File: config.mk
export PLATFORM = sky130hd
export DESIGN_NAME = timer_datapath_flat
export DESIGN_NICKNAME = d
export VERILOG_FILES = /design/src/rtl/timer_datapath_if.sv /design/src/rtl/timer_datapath.sv /design/src/flat_wrapper.sv
export SDC_FILE = /design/constraint.sdc
export NUM_CORES = 1
export LEC_CHECK = 0
export ABC_AREA = 1
export CAP_MARGIN = 30
export CELL_PAD_IN_SITES_DETAIL_PLACEMENT = 0
export CELL_PAD_IN_SITES_GLOBAL_PLACEMENT = 1
export CORE_MARGIN = 1
export CORE_UTILIZATION = 37
export CTS_CLUSTER_SIZE = 16
export DETAILED_ROUTE_END_ITERATION = 16
export PLACE_DENSITY = 0.68
export SETUP_SLACK_MARGIN = 0.05
export SLEW_MARGIN = 15
export SYNTH_ARGS = -nofsm -noshare
export SYNTH_HDL_FRONTEND = slang
export SYNTH_SLANG_ARGS = --single-unit
File: constraint.sdc
create_clock -name iClk -period 2.2 [get_ports iClk]
set_input_delay 0.33 -clock iClk [delete_from_list [all_inputs] [get_ports iClk]]
set_output_delay 0.33 -clock iClk [all_outputs]
set_load 0.05 [all_outputs]
File: src/rtl/timer_datapath_if.sv
// Timer datapath interface: controller pulses/levels in,
// HH:MM:SS count, expiry and blink phase out.
interface timer_datapath_if;
    logic       iRun;
    logic       iClear;
    logic       iHour_Up;
    logic       iHour_Down;
    logic       iMin_Up;
    logic       iMin_Down;
    logic       iSec_Up;
    logic       iSec_Down;
    logic [4:0] oHour;
    logic [5:0] oMin;
    logic [5:0] oSec;
    logic       oZero;
    logic       oEnd;
    logic       oBlink;

    modport master (
        output iRun, iClear,
        output iHour_Up, iHour_Down,
        output iMin_Up, iMin_Down,
        output iSec_Up, iSec_Down,
        input  oHour, oMin, oSec,
        input  oZero, oEnd, oBlink
    );

    modport slave (
        input  iRun, iClear,
        input  iHour_Up, iHour_Down,
        input  iMin_Up, iMin_Down,
        input  iSec_Up, iSec_Down,
        output oHour, oMin, oSec,
        output oZero, oEnd, oBlink
    );
endinterface

File: src/rtl/timer_datapath.sv
// Countdown timer datapath: HH:MM:SS count, 1 s prescaler, expiry pulse.
// Optional blink counter for set-mode digit flashing: define TIMER_BLINK_EN.
module timer_datapath #(
    parameter int P_CLK_HZ   = 100_000_000,
    parameter int P_HOUR_MAX = 23
) (
    input  logic iClk,
    input  logic iRst,
    timer_datapath_if.slave bus
);
    localparam int PW = (P_CLK_HZ > 1) ? $clog2(P_CLK_HZ) : 1;
    localparam logic [PW-1:0] PRE_LAST = PW'(P_CLK_HZ - 1);
    localparam logic [4:0] HMAX = 5'(P_HOUR_MAX);
    localparam logic [5:0] MS_MAX = 6'd59;

    logic [PW-1:0] preQ, preD;
    logic [4:0]    hourQ, hourD;
    logic [5:0]    minQ, minD;
    logic [5:0]    secQ, secD;
    logic          armedQ, armedD;
    logic          endQ, endD;

    logic zeroNow;
    logic oneLeft;
    logic tick;
    logic hUp, hDn, mUp, mDn, sUp, sDn;

    assign zeroNow = (hourQ == '0) && (minQ == '0) && (secQ == '0);
    assign oneLeft = (hourQ == '0) && (minQ == '0) && (secQ == 6'd1);
    assign tick    = bus.iRun && (preQ == PRE_LAST);

    // Up and Down on the same field cancel out
    assign hUp = bus.iHour_Up & ~bus.iHour_Down;
    assign hDn = bus.iHour_Down & ~bus.iHour_Up;
    assign mUp = bus.iMin_Up & ~bus.iMin_Down;
    assign mDn = bus.iMin_Down & ~bus.iMin_Up;
    assign sUp = bus.iSec_Up & ~bus.iSec_Down;
    assign sDn = bus.iSec_Down & ~bus.iSec_Up;

    // Prescaler next value: runs only while iRun, holds on pause
    always_comb begin
        preD = preQ;
        if (bus.iClear) begin
            preD = '0;
        end else if (bus.iRun) begin
            preD = tick ? '0 : preQ + 1'b1;
        end
    end

    // Field next values: clear, then run decrement, then adjust
    always_comb begin
        hourD = hourQ;
        minD  = minQ;
        secD  = secQ;
        if (bus.iClear) begin
            hourD = '0;
            minD  = '0;
            secD  = '0;
        end else if (bus.iRun) begin
            if (tick && !zeroNow) begin
                if (secQ != '0) begin
                    secD = secQ - 6'd1;
                end else begin
                    secD = MS_MAX;
                    if (minQ != '0) begin
                        minD = minQ - 6'd1;
                    end else begin
                        minD  = MS_MAX;
                        hourD = hourQ - 5'd1;
                    end
                end
            end
        end else begin
            if (hUp) hourD = (hourQ == HMAX) ? '0 : hourQ + 5'd1;
            if (hDn) hourD = (hourQ == '0) ? HMAX : hourQ - 5'd1;
            if (mUp) minD  = (minQ == MS_MAX) ? '0 : minQ + 6'd1;
            if (mDn) minD  = (minQ == '0) ? MS_MAX : minQ - 6'd1;
            if (sUp) secD  = (secQ == MS_MAX) ? '0 : secQ + 6'd1;
            if (sDn) secD  = (secQ == '0) ? MS_MAX : secQ - 6'd1;
        end
    end

    // Expiry: fire once per arming, either on the last tick or on
    // running into an already-zero count so the controller leaves Run
    always_comb begin
        endD   = 1'b0;
        armedD = armedQ;
        if (!bus.iClear && armedQ && bus.iRun &&
            (zeroNow || (tick && oneLeft))) begin
            endD = 1'b1;
        end
        if (endD) begin
            armedD = 1'b0;
        end else if (!zeroNow) begin
            armedD = 1'b1;
        end
    end

    // State registers
    always_ff @(posedge iClk or posedge iRst) begin
        if (iRst) begin
            preQ   <= '0;
            hourQ  <= '0;
            minQ   <= '0;
            secQ   <= '0;
            armedQ <= 1'b1;
            endQ   <= 1'b0;
        end else begin
            preQ   <= preD;
            hourQ  <= hourD;
            minQ   <= minD;
            secQ   <= secD;
            armedQ <= armedD;
            endQ   <= endD;
        end
    end

    assign bus.oHour = hourQ;
    assign bus.oMin  = minQ;
    assign bus.oSec  = secQ;
    assign bus.oZero = zeroNow;
    assign bus.oEnd  = endQ;

`ifdef TIMER_BLINK_EN
    localparam int HALF = (P_CLK_HZ / 2 > 1) ? P_CLK_HZ / 2 : 1;
    localparam int BW = (HALF > 1) ? $clog2(HALF) : 1;
    localparam logic [BW-1:0] HALF_LAST = BW'(HALF - 1);

    logic [BW-1:0] blinkCnt;
    logic          blinkQ;
    logic          adjAny;

    assign adjAny = bus.iHour_Up | bus.iHour_Down |
                    bus.iMin_Up  | bus.iMin_Down  |
                    bus.iSec_Up  | bus.iSec_Down;

    // Half-second blink phase; edits restart it in the visible phase
    always_ff @(posedge iClk or posedge iRst) begin
        if (iRst) begin
            blinkCnt <= '0;
            blinkQ   <= 1'b1;
        end else if (bus.iClear || adjAny) begin
            blinkCnt <= '0;
            blinkQ   <= 1'b1;
        end else if (blinkCnt == HALF_LAST) begin
            blinkCnt <= '0;
            blinkQ   <= ~blinkQ;
        end else begin
            blinkCnt <= blinkCnt + 1'b1;
        end
    end

    assign bus.oBlink = blinkQ;
`else
    assign bus.oBlink = 1'b1;
`endif
endmodule

File: src/flat_wrapper.sv
// flat-port wrapper written by rule: the top's interface ports become plain ports
module timer_datapath_flat 
#(
    parameter int P_CLK_HZ   = 100_000_000,
    parameter int P_HOUR_MAX = 23
)
  (iClk, iRst, bus_iRun, bus_iClear, bus_iHour_Up, bus_iHour_Down, bus_iMin_Up, bus_iMin_Down, bus_iSec_Up, bus_iSec_Down, bus_oHour, bus_oMin, bus_oSec, bus_oZero, bus_oEnd, bus_oBlink);
  timer_datapath_if bus_i ();
  input  logic iClk;
  input  logic iRst;
  input wire logic [$bits(bus_i.iRun)-1:0] bus_iRun;
  input wire logic [$bits(bus_i.iClear)-1:0] bus_iClear;
  input wire logic [$bits(bus_i.iHour_Up)-1:0] bus_iHour_Up;
  input wire logic [$bits(bus_i.iHour_Down)-1:0] bus_iHour_Down;
  input wire logic [$bits(bus_i.iMin_Up)-1:0] bus_iMin_Up;
  input wire logic [$bits(bus_i.iMin_Down)-1:0] bus_iMin_Down;
  input wire logic [$bits(bus_i.iSec_Up)-1:0] bus_iSec_Up;
  input wire logic [$bits(bus_i.iSec_Down)-1:0] bus_iSec_Down;
  output wire logic [$bits(bus_i.oHour)-1:0] bus_oHour;
  output wire logic [$bits(bus_i.oMin)-1:0] bus_oMin;
  output wire logic [$bits(bus_i.oSec)-1:0] bus_oSec;
  output wire logic [$bits(bus_i.oZero)-1:0] bus_oZero;
  output wire logic [$bits(bus_i.oEnd)-1:0] bus_oEnd;
  output wire logic [$bits(bus_i.oBlink)-1:0] bus_oBlink;
  assign bus_i.iRun = bus_iRun;
  assign bus_i.iClear = bus_iClear;
  assign bus_i.iHour_Up = bus_iHour_Up;
  assign bus_i.iHour_Down = bus_iHour_Down;
  assign bus_i.iMin_Up = bus_iMin_Up;
  assign bus_i.iMin_Down = bus_iMin_Down;
  assign bus_i.iSec_Up = bus_iSec_Up;
  assign bus_i.iSec_Down = bus_iSec_Down;
  assign bus_oHour = bus_i.oHour;
  assign bus_oMin = bus_i.oMin;
  assign bus_oSec = bus_i.oSec;
  assign bus_oZero = bus_i.oZero;
  assign bus_oEnd = bus_i.oEnd;
  assign bus_oBlink = bus_i.oBlink;
  timer_datapath #(.P_CLK_HZ(P_CLK_HZ), .P_HOUR_MAX(P_HOUR_MAX)) u_core (.iClk(iClk), .iRst(iRst), .bus(bus_i));
endmodule
# After elaboration in Yosys (flattened, before gate mapping)
# Cells that the tools add are included.
op_classes:
  add_sub_neg: 7
  eq_ne: 9
  muxes: 32
  n_bitwise: 12
  n_reduce_logical: 24
op_table:
  columns: ["op", "n"]
  rows:
  - ["two-way mux 6 bit", 17]
  - ["two-way mux 27 bit", 3]
  - ["two-way mux 5 bit", 9]
  - ["adder 27 x 1 -> 27 bit (second input constant)", 1]
  - ["== test 27 bit (second input constant)", 1]
  - ["adder 6 x 1 -> 6 bit (second input constant)", 2]
  - ["== test 6 bit (second input constant)", 2]
  - ["logical NOT 6 bit", 2]
  - ["nonzero test 4 bit", 3]
  - ["nonzero test 6 bit", 2]
  - ["subtractor 6 x 1 -> 6 bit (second input constant)", 2]
  - ["logical AND 1 bit", 9]
  - ["AND 1 bit", 6]
  - ["== test 6 x 1 -> 1 bit (second input constant)", 1]
  - ["inequality test 3 bit (second input constant)", 2]
  - ["inverter 1 bit", 6]
  - ["adder 5 x 1 -> 5 bit (second input constant)", 1]
  - ["== test 5 bit (second input constant)", 1]
  - ["logical NOT 5 bit", 1]
  - ["subtractor 5 x 1 -> 5 bit (second input constant)", 1]
  - ["AND reduction 4 bit", 1]
  - ["two-way mux 1 bit", 3]
  - ["inequality test 3 x 1 -> 1 bit (second input constant)", 1]
  - ["AND reduction 3 bit", 1]
  - ["other kinds (5)", 6]
word_totals:
  register_bits: 46
  inputBits: 10
  out_inout_bits: 20
  elab_cells: 90

# Longest topological paths before layout
# Gate-level depths: netlist of the first run.
logic_depth:
  ltp_word: 8
  depth_mapped: 11

# Worst setup path after synthesis of the first run
# OpenSTA, ideal clock, no wires.
synth_path:
  path_type: "flip-flop to flip-flop"
  startpoint: "register u_core.minQ[0], in the netlist u_core.bus.oMin[0]"
  endpoint: "register u_core.minQ[3], in the netlist u_core.bus.oMin[3]"
  setup_time_ps: 74
  arrival_ps: 2071
  path_slack_ps: 55
  path_stages_with_launch: 12
  n_path_buf: 1
  cell_sequence: "dfrtp_1 inv_1 ha_1 nand2_1 nor2_4 nand2_1 nor2_4 nand2_2 nand3_2 buf_6 nand2_1 o21ai_2"
synth_via:
  elab_chain_cells: 7
synth_rtl:
  columns: ["element", "line", "rtl"]
  rows:
  - ["start, declared", "timer_datapath.sv:18", "logic [5:0] minQ, minD;"]
  - ["start signal, assigned", "timer_datapath.sv:111", "minQ <= minD;"]
  - ["logical NOT 6 bit", "timer_datapath.sv:28", "assign zeroNow = (hourQ == '0) && (minQ == '0) && (secQ == '0);"]
  - ["logical AND 1 bit (2 in series)", "timer_datapath.sv:28", null]
  - ["named net bus_oZero", "flat_wrapper.sv:22", "output wire logic [$bits(bus_i.oZero)-1:0] bus_oZero;"]
  - ["logical NOT 1 bit", "timer_datapath.sv:60", "if (tick && !zeroNow) begin"]
  - ["logical AND 1 bit", "timer_datapath.sv:60", null]
  - ["inequality test 3 x 1 -> 1 bit (no line)", null, null]
  - ["AND reduction 3 bit (no line)", null, null]
# The timed path passes the listed nets, and every way through them passes these cells. The select of a mux whose other input is x is not followed.
# A chain may end at the register's enable or synchronous reset.

# Worst setup path after layout of the first run
layout_path:
  startpoint: "register u_core.minQ[2], in the netlist u_core.bus.oMin[2]"
  endpoint: "output bus_oMin[2]"
layout_rtl:
  columns: ["element", "line", "rtl"]
  rows:
  - ["end, declared", "flat_wrapper.sv:20", "output wire logic [$bits(bus_i.oMin)-1:0] bus_oMin;"]
# No word-level cell between the ends.

==> parameters.txt, run 1 <==
Parameter                              Value

Worst setup path
  Critical path required time ... ~1.9 ns
  Launch point of the worst reg-to-reg path ... u_core.preQ[0]
  Crit-path cells ... clkdlybuf4s50_1
  Capture point of the worst reg-to-reg path ... u_core.bus.oSec[5]
  Stage delay of the slowest cell on the critical path ... between 0.8 and 0.9 ns
  CP arrival ... 1.77 ns
  Number of buffer and inverter stages on the critical path ... 1
  Flop2flop setup slack ... between 0.2 and 0.3 ns
  R2R depth ... 10
  Type of element capturing the critical path ... output pin
  Crit path max-delay cell type ... sky130_fd_sc_hd__clkdlybuf4s50_1
  Top fanout value on the critical path ... 10
  Cell family contributing the most delay on the critical path ... buffers and inverters
  Kind of critical path ... flop to output pin
  CP Launch Type ... flop

Synthesis
  Count of different cell masters after synthesis ... 40
  Seq cells post-synth ... 46
  Sequential element share of the synthesized area ... approximately 33%
  Synthesized netlist net count ... ~540
  Synthesized area per cell ... 6.77 sq um
  Post-synthesis cell area ... roughly 3500 sq um
  Number of warnings printed during yosys synthesis ... 0
  Gate Count Post-Synth ... just over 500

Final layout
  Number of fill cells in the layout ... a little under 1k
  Area overhead of the layout relative to synthesis ... 19.3%
  Share of post-route cells with drive strength above 1 ... 11.2%
  Count of inserted antenna diode cells ... 0
  Number of standard cells in the final layout excluding fillers ... slightly below 700
  Multi-input logic area ... 2080 sq um
  Area occupied by registers ... 1150 sq um
  Leading cell types in the layout, fill and taps excluded ... sky130_fd_sc_hd__nand2_1 (151), sky130_fd_sc_hd__inv_1 (55), sky130_fd_sc_hd__nor2_1 (54), sky130_fd_sc_hd__nand3_1 (52), sky130_fd_sc_hd__dfrtp_1 (45)
  Leading cell type in the layout, fill and taps excluded ... sky130_fd_sc_hd__nand2_1
  Net total in the final layout ... just under 600

Global routing
  Largest net degree at the start of global routing ... 19
  First-pass GRT wire length ... roughly 17 mm
  Initial antenna violation count ... 0
  Global-route usage over all layers ... between 20% and 30%
  Global route overflow ... 0
  Vias in the first global route ... around 3.3k

Place
  Place WS ... about 0.056 ns
  Number of I/O port buffers ... 28
  Final weighted congestion in routability-driven placement ... roughly 0.81
  Detail Placement HPWL ... approximately 7.5 mm
  Placed Instances ... around 690

Timing
  Unrepaired setup endpoints after global routing ... true
  Number of setup violations in the final report ... 0
  Pin slew with the least headroom to its limit ... about 0.50 ns
  Total negative slack ... 0 ns
  Maximum clock skew at final layout ... between 0.01 and 0.015 ns
  Max frequency ... roughly 480 MHz
  Hold Vio Cnt, Final ... 0
  Fin crit share ... ~96%
  Max-slew violation total from the final report ... 0
  Final worst setup slack ... about 0.096 ns
  Normalized max-slew margin ... between 60% and 70%
  Clock period minus worst slack ... 2.10 ns

Drt
  Post-DR wirelength/cell ... 14.0 um
  Via count of the routed design ... 3435
  Total wire length ... 9.70 mm
  DRC Markers ... 0
  Detail-routed via count per cell ... a little under 5
  Routed length on met2 ... around 4.6 mm
  Met1 Wirelength ... between 4 and 5 mm
  Highest routed metal layer ... met4
  First-pass detailed-route iteration total ... 4
  Number of nets with antenna violations after routing ... 0
  DRC marker count from the first detailed-route iteration ... 120
  Length of routed met3 wiring ... 305 um

Die
  Width of the die ... slightly below 100 um
  Number of I/O pins ... 30
  Die boundary height ... 99.4 um
  Die ar. ... around 10000 sq um
  Area of the core ... slightly above 9000 sq um
  Starting density of the core ... 38.0%
  Placement Rows ... 35

CTS
  Source-to-sink clock delay at the later pin of the worst-skew pair ... ~0.31 ns
  Max H-tree Level ... 2
  Total number of clock tree sinks ... between 40 and 50
  Clock-pin slew of the registers on the worst-case setup and hold paths ... roughly 0.090 ns
  Max Buffers Root-to-Sink ... 2
  Root buffer cell ... sky130_fd_sc_hd__clkbuf_8
  Post-cts hold buffer count ... 0
  TritonCTS Buffers ... 5
  Clock tree from TritonCTS ... yes

Run
  Number of violations of the max-capacitance limit ... 0

Power and ir drop
  Peak supply drop ... about 430 uV
  Power Dens Cells ... around 960 nW/um^2
  Leak pwr ... 1.91 nW

Status
  Run status ... completed

Min path
  Hold/Removal Path Class ... input pin to async pin
logic make-up (layout without fill, tap and decap cells):
logic type | after synthesis | in the layout | synth area share, %
AO/OA/AOI/OAI | 56 | 56 | 9.19
flip-flops | 46 | 46 | 32.8
XOR/XNOR | 20 | 20 | 4.99
adder cells (fa/ha/maj) | 13 | 13 | 4.63
AND/OR/NAND/NOR | 311 | 311 | 39.8
other | 1 | 1 | 0.107
buffers and inverters | 72 | 118 | 8.48
layer usage:
layer,vias up,GRT usage [%]
met4,0,4.64
met2,52,35.2
met5,-,0
met1,1600,29.8
met3,9,2.32
li1,1774,-
worst max-delay path by stage:
stage	start	cells after the start	end	slack (ns)
3_3_place_gp	bus_iRun	8	u_core.bus.oSec[5]	0.12
4_1_cts	u_core.bus.oSec[2]	1	bus_oSec[2]	0.08
6_report	u_core.bus.oMin[2]	1	bus_oMin[2]	0.1
5_1_grt	u_core.preQ[0]	10	u_core.bus.oMin[5]	0.05
3_5_place_dp	bus_iRun	8	u_core.bus.oSec[1]	0.06
2_1_floorplan	u_core.bus.oMin[0]	11	u_core.bus.oMin[3]	0.06
cell type report:
class / instances / share of cell area [%]
inverters: 61 / 5.46
repair buffers: 50 / 10.9
flip-flops and latches: 46 / 27.5
clock inverters: 1 / 0.716
multi-input cells: 401 / 49.6
clock buffers: 6 / 1.97
well taps: 129 / 3.85
worst register-to-register path: stages (launching register included):
cell	delay, ns
sky130_fd_sc_hd__dfrtp_1	0.41
sky130_fd_sc_hd__ha_1	0.18
sky130_fd_sc_hd__nand2_1	0.08
sky130_fd_sc_hd__nor2_2	0.16
sky130_fd_sc_hd__nand2_2	0.11
sky130_fd_sc_hd__nor2_2	0.09
sky130_fd_sc_hd__nand2_1	0.10
sky130_fd_sc_hd__o21bai_4	0.29
sky130_fd_sc_hd__nand2_1	0.21
sky130_fd_sc_hd__nand2_1	0.10
sky130_fd_sc_hd__nand2_1	0.05
Yosys cell counts:
master | instances | share of area [%]
sky130_fd_sc_hd__nand2_4 | 1 | 0.32
sky130_fd_sc_hd__and2_1 | 1 | 0.18
sky130_fd_sc_hd__o21ai_2 | 1 | 0.25
sky130_fd_sc_hd__a22oi_1 | 2 | 0.43
sky130_fd_sc_hd__nand4_2 | 1 | 0.36
sky130_fd_sc_hd__nor3_1 | 9 | 1.3
sky130_fd_sc_hd__nand4_1 | 17 | 3.0
sky130_fd_sc_hd__o211ai_1 | 2 | 0.43
sky130_fd_sc_hd__xnor2_1 | 4 | 1.0
sky130_fd_sc_hd__dfrtp_1 | 45 | 32
sky130_fd_sc_hd__a31oi_1 | 1 | 0.18
sky130_fd_sc_hd__buf_6 | 2 | 0.64
sky130_fd_sc_hd__dfstp_2 | 1 | 0.75
sky130_fd_sc_hd__nand2_1 | 152 | 16
sky130_fd_sc_hd__inv_1 | 57 | 6.1
sky130_fd_sc_hd__nand3_2 | 2 | 0.57
sky130_fd_sc_hd__a21oi_1 | 5 | 0.71
sky130_fd_sc_hd__o21bai_1 | 2 | 0.43
sky130_fd_sc_hd__nor3b_1 | 1 | 0.21
sky130_fd_sc_hd__nor2_1 | 55 | 5.9
sky130_fd_sc_hd__or2_2 | 3 | 0.53
sky130_fd_sc_hd__o21ai_0 | 25 | 3.6
sky130_fd_sc_hd__inv_2 | 4 | 0.43
sky130_fd_sc_hd__conb_1 | 1 | 0.11
sky130_fd_sc_hd__nand3b_1 | 3 | 0.64
sky130_fd_sc_hd__nand3_1 | 52 | 7.4
sky130_fd_sc_hd__nor3_2 | 1 | 0.28
sky130_fd_sc_hd__nor2_2 | 5 | 0.89
sky130_fd_sc_hd__o31ai_1 | 1 | 0.21
sky130_fd_sc_hd__ha_1 | 13 | 4.6
sky130_fd_sc_hd__buf_2 | 4 | 0.57
sky130_fd_sc_hd__clkbuf_1 | 3 | 0.32
sky130_fd_sc_hd__o21ai_1 | 6 | 0.85
sky130_fd_sc_hd__o21bai_2 | 1 | 0.32
sky130_fd_sc_hd__xor2_1 | 16 | 4.0
sky130_fd_sc_hd__nand2_2 | 4 | 0.71
sky130_fd_sc_hd__o22ai_1 | 9 | 1.6
sky130_fd_sc_hd__o21a_1 | 1 | 0.21
sky130_fd_sc_hd__buf_4 | 2 | 0.43
sky130_fd_sc_hd__nor2_4 | 4 | 1.3
registers in the layout (all words and copies together), names as in the netlist:
signal / cells
u_core.armedQ: 1
u_core.bus.oEnd: 1
u_core.bus.oHour: 5
u_core.bus.oMin: 6
u_core.bus.oSec: 6
u_core.preQ: 27
where the power goes:
group | switching, W | internal (W) | total (W)
registers | 0.000229 | 0.000969 | 0.00120
clock network | 0.000304 | 0.000364 | 0.000668
logic | 0.00136 | 0.000784 | 0.00215
metrics by stage:
stage	utilization (%)	total power (W)	area, sq um	hold WS (ns)
detailed placement	43.9	0.00334	4050	0.493
global placement	43.9	0.00334	4050	0.492
CTS	45.1	0.00401	4170	0.325
global route	45.4	0.00433	4190	0.330
floorplan	-	0.00267	3510	0.476
finish	45.4	0.00401	4190	0.316
repair_timing:
action,4_1_cts,5_1_grt
buffers inserted,0,1
gates resized for setup,0,6
endpoints found under the setup margin,0,8
No activity file was read; power rests on OpenSTA's default activity.
==> run 2: changes to the inputs <==
ABC_AREA = unset   (was 1)
PLACE_DENSITY = 0.66   (was 0.68)
SLEW_MARGIN = 20   (was 15)
==> run 2 against run 1 <==
Against the previous run: the flow now finishes with violations (negative setup slack); sequential power decreased by 17%; synthesized cell count decreased by 24%; power decreased by 16%; hold slack improved by 0.048 ns; critical endpoint is now u_core.bus.oMin[3]; largest cell class unchanged; highest routed layer unchanged.
==> parameters.txt, run 2 <==
Parameter                              Value

Timing
  Total negative slack ... -0.168 ns
  Hold Vio Cnt, Final ... 0
  Max frequency ... between 400 and 500 MHz
  Max-slew violation total from the final report ... 0
  Normalized max-slew margin ... 63.3%
  Final worst setup slack ... -0.0663 ns
  Number of setup violations in the final report ... 5
  Fin crit share ... 103%
  Maximum clock skew at final layout ... approximately 0.0038 ns
  Clock period minus worst slack ... roughly 2.3 ns
  Pin slew with the least headroom to its limit ... about 0.55 ns
  Final worst hold slack ... around 0.36 ns
  Unrepaired setup endpoints after global routing ... true

Power and ir drop
  Part of the power in the clock network ... 16.2%
  Share of total power in combinational logic ... between 50% and 60%
  Peak supply drop ... around 520 uV
  Leak pwr ... 1.92 nW
  Power Dens Cells ... roughly 740 nW/um^2
  P_int ... 0.00195 W
  Fraction of power consumed by sequential logic ... 29.4%
  Sw frac ... 42.1%
  Psw ... around 0.0014 W

Final layout
  Register with the most flip-flops ... u_core.preQ
  Final non-filler cell area ... around 4500 sq um
  Leading cell types in the layout, fill and taps excluded ... sky130_fd_sc_hd__buf_4 (74), sky130_fd_sc_hd__nand2_1 (41), sky130_fd_sc_hd__dfrtp_1 (38), sky130_fd_sc_hd__nor2_1 (32), sky130_fd_sc_hd__clkdlybuf4s50_1 (27)
  Net total in the final layout ... between 500 and 600
  Number of flip-flops under the largest register name ... 27
  End-of-flow core utilization ... between 50% and 60%
  Count of inserted antenna diode cells ... 0
  Area overhead of the layout relative to synthesis ... 37.2%
  Leading cell type in the layout, fill and taps excluded ... sky130_fd_sc_hd__buf_4
  Share of post-route cells with drive strength above 1 ... between 20% and 30%

Global routing
  Vias in the first global route ... 2997
  Global-route usage over all layers ... between 20% and 30%
  Initial antenna violation count ... 0
  First-pass GRT wire length ... around 15 mm
  Largest net degree at the start of global routing ... 31
  Global route overflow ... 0

Drt
  Via count of the routed design ... between 3k and 4k
  Number of nets with antenna violations after routing ... 0
  Post-DR wirelength/cell ... between 15 and 20 um
  DRC marker count from the first detailed-route iteration ... roughly 140
  DRC Markers ... 0
  Detail-routed via count per cell ... 5.59
  Total wire length ... 9.53 mm
  First-pass detailed-route iteration total ... 4

Worst setup path
  Type of element capturing the critical path ... flop
  Critical path required time ... ~2.4 ns
  Top fanout value on the critical path ... 6
  CP Launch Type ... flop
  Kind of critical path ... flop to flop
  Flop2flop setup slack ... -0.07 ns
  CP arrival ... ~2.5 ns

Die
  Area of the core ... between 8000 and 9000 sq um
  Starting density of the core ... between 30% and 40%
  Die boundary height ... 96.4 um
  Die ar. ... around 9300 sq um
  Width of the die ... between 90 and 100 um
  Number of I/O pins ... 30
  Placement Rows ... 34

Synthesis
  Sequential element share of the synthesized area ... a little over a third
  Most instantiated library cell after synthesis ... sky130_fd_sc_hd__dfrtp_1
  Seq cells post-synth ... between 40 and 50
  Gate Count Post-Synth ... between 300 and 400
  Proportion of netlist area held by the largest area contributor ... 34.2%
  List of most frequent post-synthesis cells ... sky130_fd_sc_hd__dfrtp_1 (45), sky130_fd_sc_hd__nand2_1 (42), sky130_fd_sc_hd__nor2_1 (33)
  Dominant cells by area after synthesis ... sky130_fd_sc_hd__dfrtp_1 (34%), sky130_fd_sc_hd__ha_1 (4.9%), sky130_fd_sc_hd__nand2_1 (4.8%)
  Post-synthesis cell area ... roughly 3300 sq um
  Synthesized area per cell ... ~8.3 sq um
  Count of different cell masters after synthesis ... 63
  Count of flip-flops with a built-in enable after synthesis ... 0
  Share of synthesized flip-flops with an asynchronous set or reset ... 100%
  Synth area leader ... sky130_fd_sc_hd__dfrtp_1
  Number of warnings printed during yosys synthesis ... 0
  Ys flop type ... sky130_fd_sc_hd__dfrtp_1
  Synthesized netlist net count ... between 400 and 500

CTS
  TritonCTS Buffers ... 5
  Total number of clock tree sinks ... 46
  Clock-pin slew of the registers on the worst-case setup and hold paths ... 0.09 ns
  Max Buffers Root-to-Sink ... 2
  Clock tree from TritonCTS ... yes
  Max H-tree Level ... 2
  Post-cts hold buffer count ... 0
  Source-to-sink clock delay at the later pin of the worst-skew pair ... around 0.30 ns
  Root buffer cell ... sky130_fd_sc_hd__clkbuf_8

Status
  Run status ... finished with violations
  Violated checks ... negative setup slack

Place
  Detail Placement HPWL ... around 7 mm
  Number of I/O port buffers ... 28
  Place WS ... -0.174 ns
  Final weighted congestion in routability-driven placement ... about 0.8
  Placed standard-cell area ... 4240 sq um

Run
  Number of violations of the max-capacitance limit ... 0

Min path
  Hold/Removal Path Class ... input pin to async pin
-- run 2: worst paths after layout --
kind                            depth (start not counted)                 from            endpoint
worst max register to register                         10  u_core.bus.oHour[0]  u_core.bus.oMin[3]
worst max-delay path                                   10  u_core.bus.oHour[0]  u_core.bus.oMin[3]
max in group asynchronous                               3                 iRst     u_core.preQ[26]
worst min-delay path                                    2                 iRst  u_core.bus.oMin[4]
min in group iClk                                       1      u_core.preQ[26]     u_core.preQ[26]
worst min register to register                          1      u_core.preQ[26]     u_core.preQ[26]
-- run 2: kinds of logic (layout without fill, tap and decap cells) --
kind of cell | count (synthesis) | after routing | share of synthesized area (%)
xor+xnor | 8 | 8 | 2.13
simple gates | 177 | 177 | 30.0
fa+ha+maj | 13 | 13 | 4.94
mux | 8 | 8 | 2.43
compound gates | 105 | 105 | 20.4
other cells | 1 | 1 | 0.114
flops | 46 | 46 | 35.0
buf+inv | 37 | 132 | 4.97
-- run 2: per-stage QoR --
| stage | total power [W] | cells |
|---|---|---|
| 2_1_floorplan | 0.00208 | 395 |
| 3_3_place_gp | 0.00272 | 581 |
| 3_5_place_dp | 0.00272 | 581 |
| 4_1_cts | 0.00331 | 594 |
| 5_1_grt | 0.00357 | 598 |
| 6_report | 0.00337 | 598 |
-- run 2: what timing repair did --
item | CTS | global route
setup endpoints to repair | 4 | 24
pin swaps | 7 | 10
hold endpoints to repair | 0 | 0
setup buffers | 5 | 4
gates resized for setup | 5 | 19
-- run 2: worst max-delay path, stage by stage (launching register included) --
cell	delay [ns]
sky130_fd_sc_hd__dfrtp_2	0.41
sky130_fd_sc_hd__inv_2	0.07
sky130_fd_sc_hd__ha_4	0.14
sky130_fd_sc_hd__or4b_4	0.48
sky130_fd_sc_hd__buf_6	0.15
sky130_fd_sc_hd__buf_4	0.16
sky130_fd_sc_hd__o211ai_1	0.17
sky130_fd_sc_hd__o21ai_1	0.08
sky130_fd_sc_hd__buf_4	0.16
sky130_fd_sc_hd__buf_4	0.14
sky130_fd_sc_hd__a32o_1	0.20
-- run 2: power by group through the flow --
stage                     combinational [W]  clock [W]  sequential, W
after global routing                0.00197   0.000603       0.000999
final                               0.00183   0.000547       0.000990
after floorplan                    0.000732          0        0.00134
after CTS                           0.00176   0.000566       0.000989
after detailed placement            0.00171          0        0.00100
after global placement              0.00171          0        0.00101
-- run 2: routing by layer --
metal / global-route usage (%) / vias up / wire length (um)
li1: - / 1648 / -
met1: 29.7 / 1614 / 4550
met2: 35.1 / 71 / 4500
met3: 2.90 / 12 / 348
met4: 6.13 / 0 / 128
met5: 0 / - / 0
-- run 2: final cells by class --
| class | instances | area [sq um] |
|---|---|---|
| Sequential cell | 46 | 1160 |
| Inverter | 13 | 48.8 |
| Clock buffer | 7 | 86.3 |
| Timing Repair Buffer | 111 | 965 |
| Multi-Input combinational cell | 312 | 2120 |
| Tap cell | 108 | 135 |
| Clock inverter | 1 | 5.00 |
| Fill cell | 840 | 4160 |
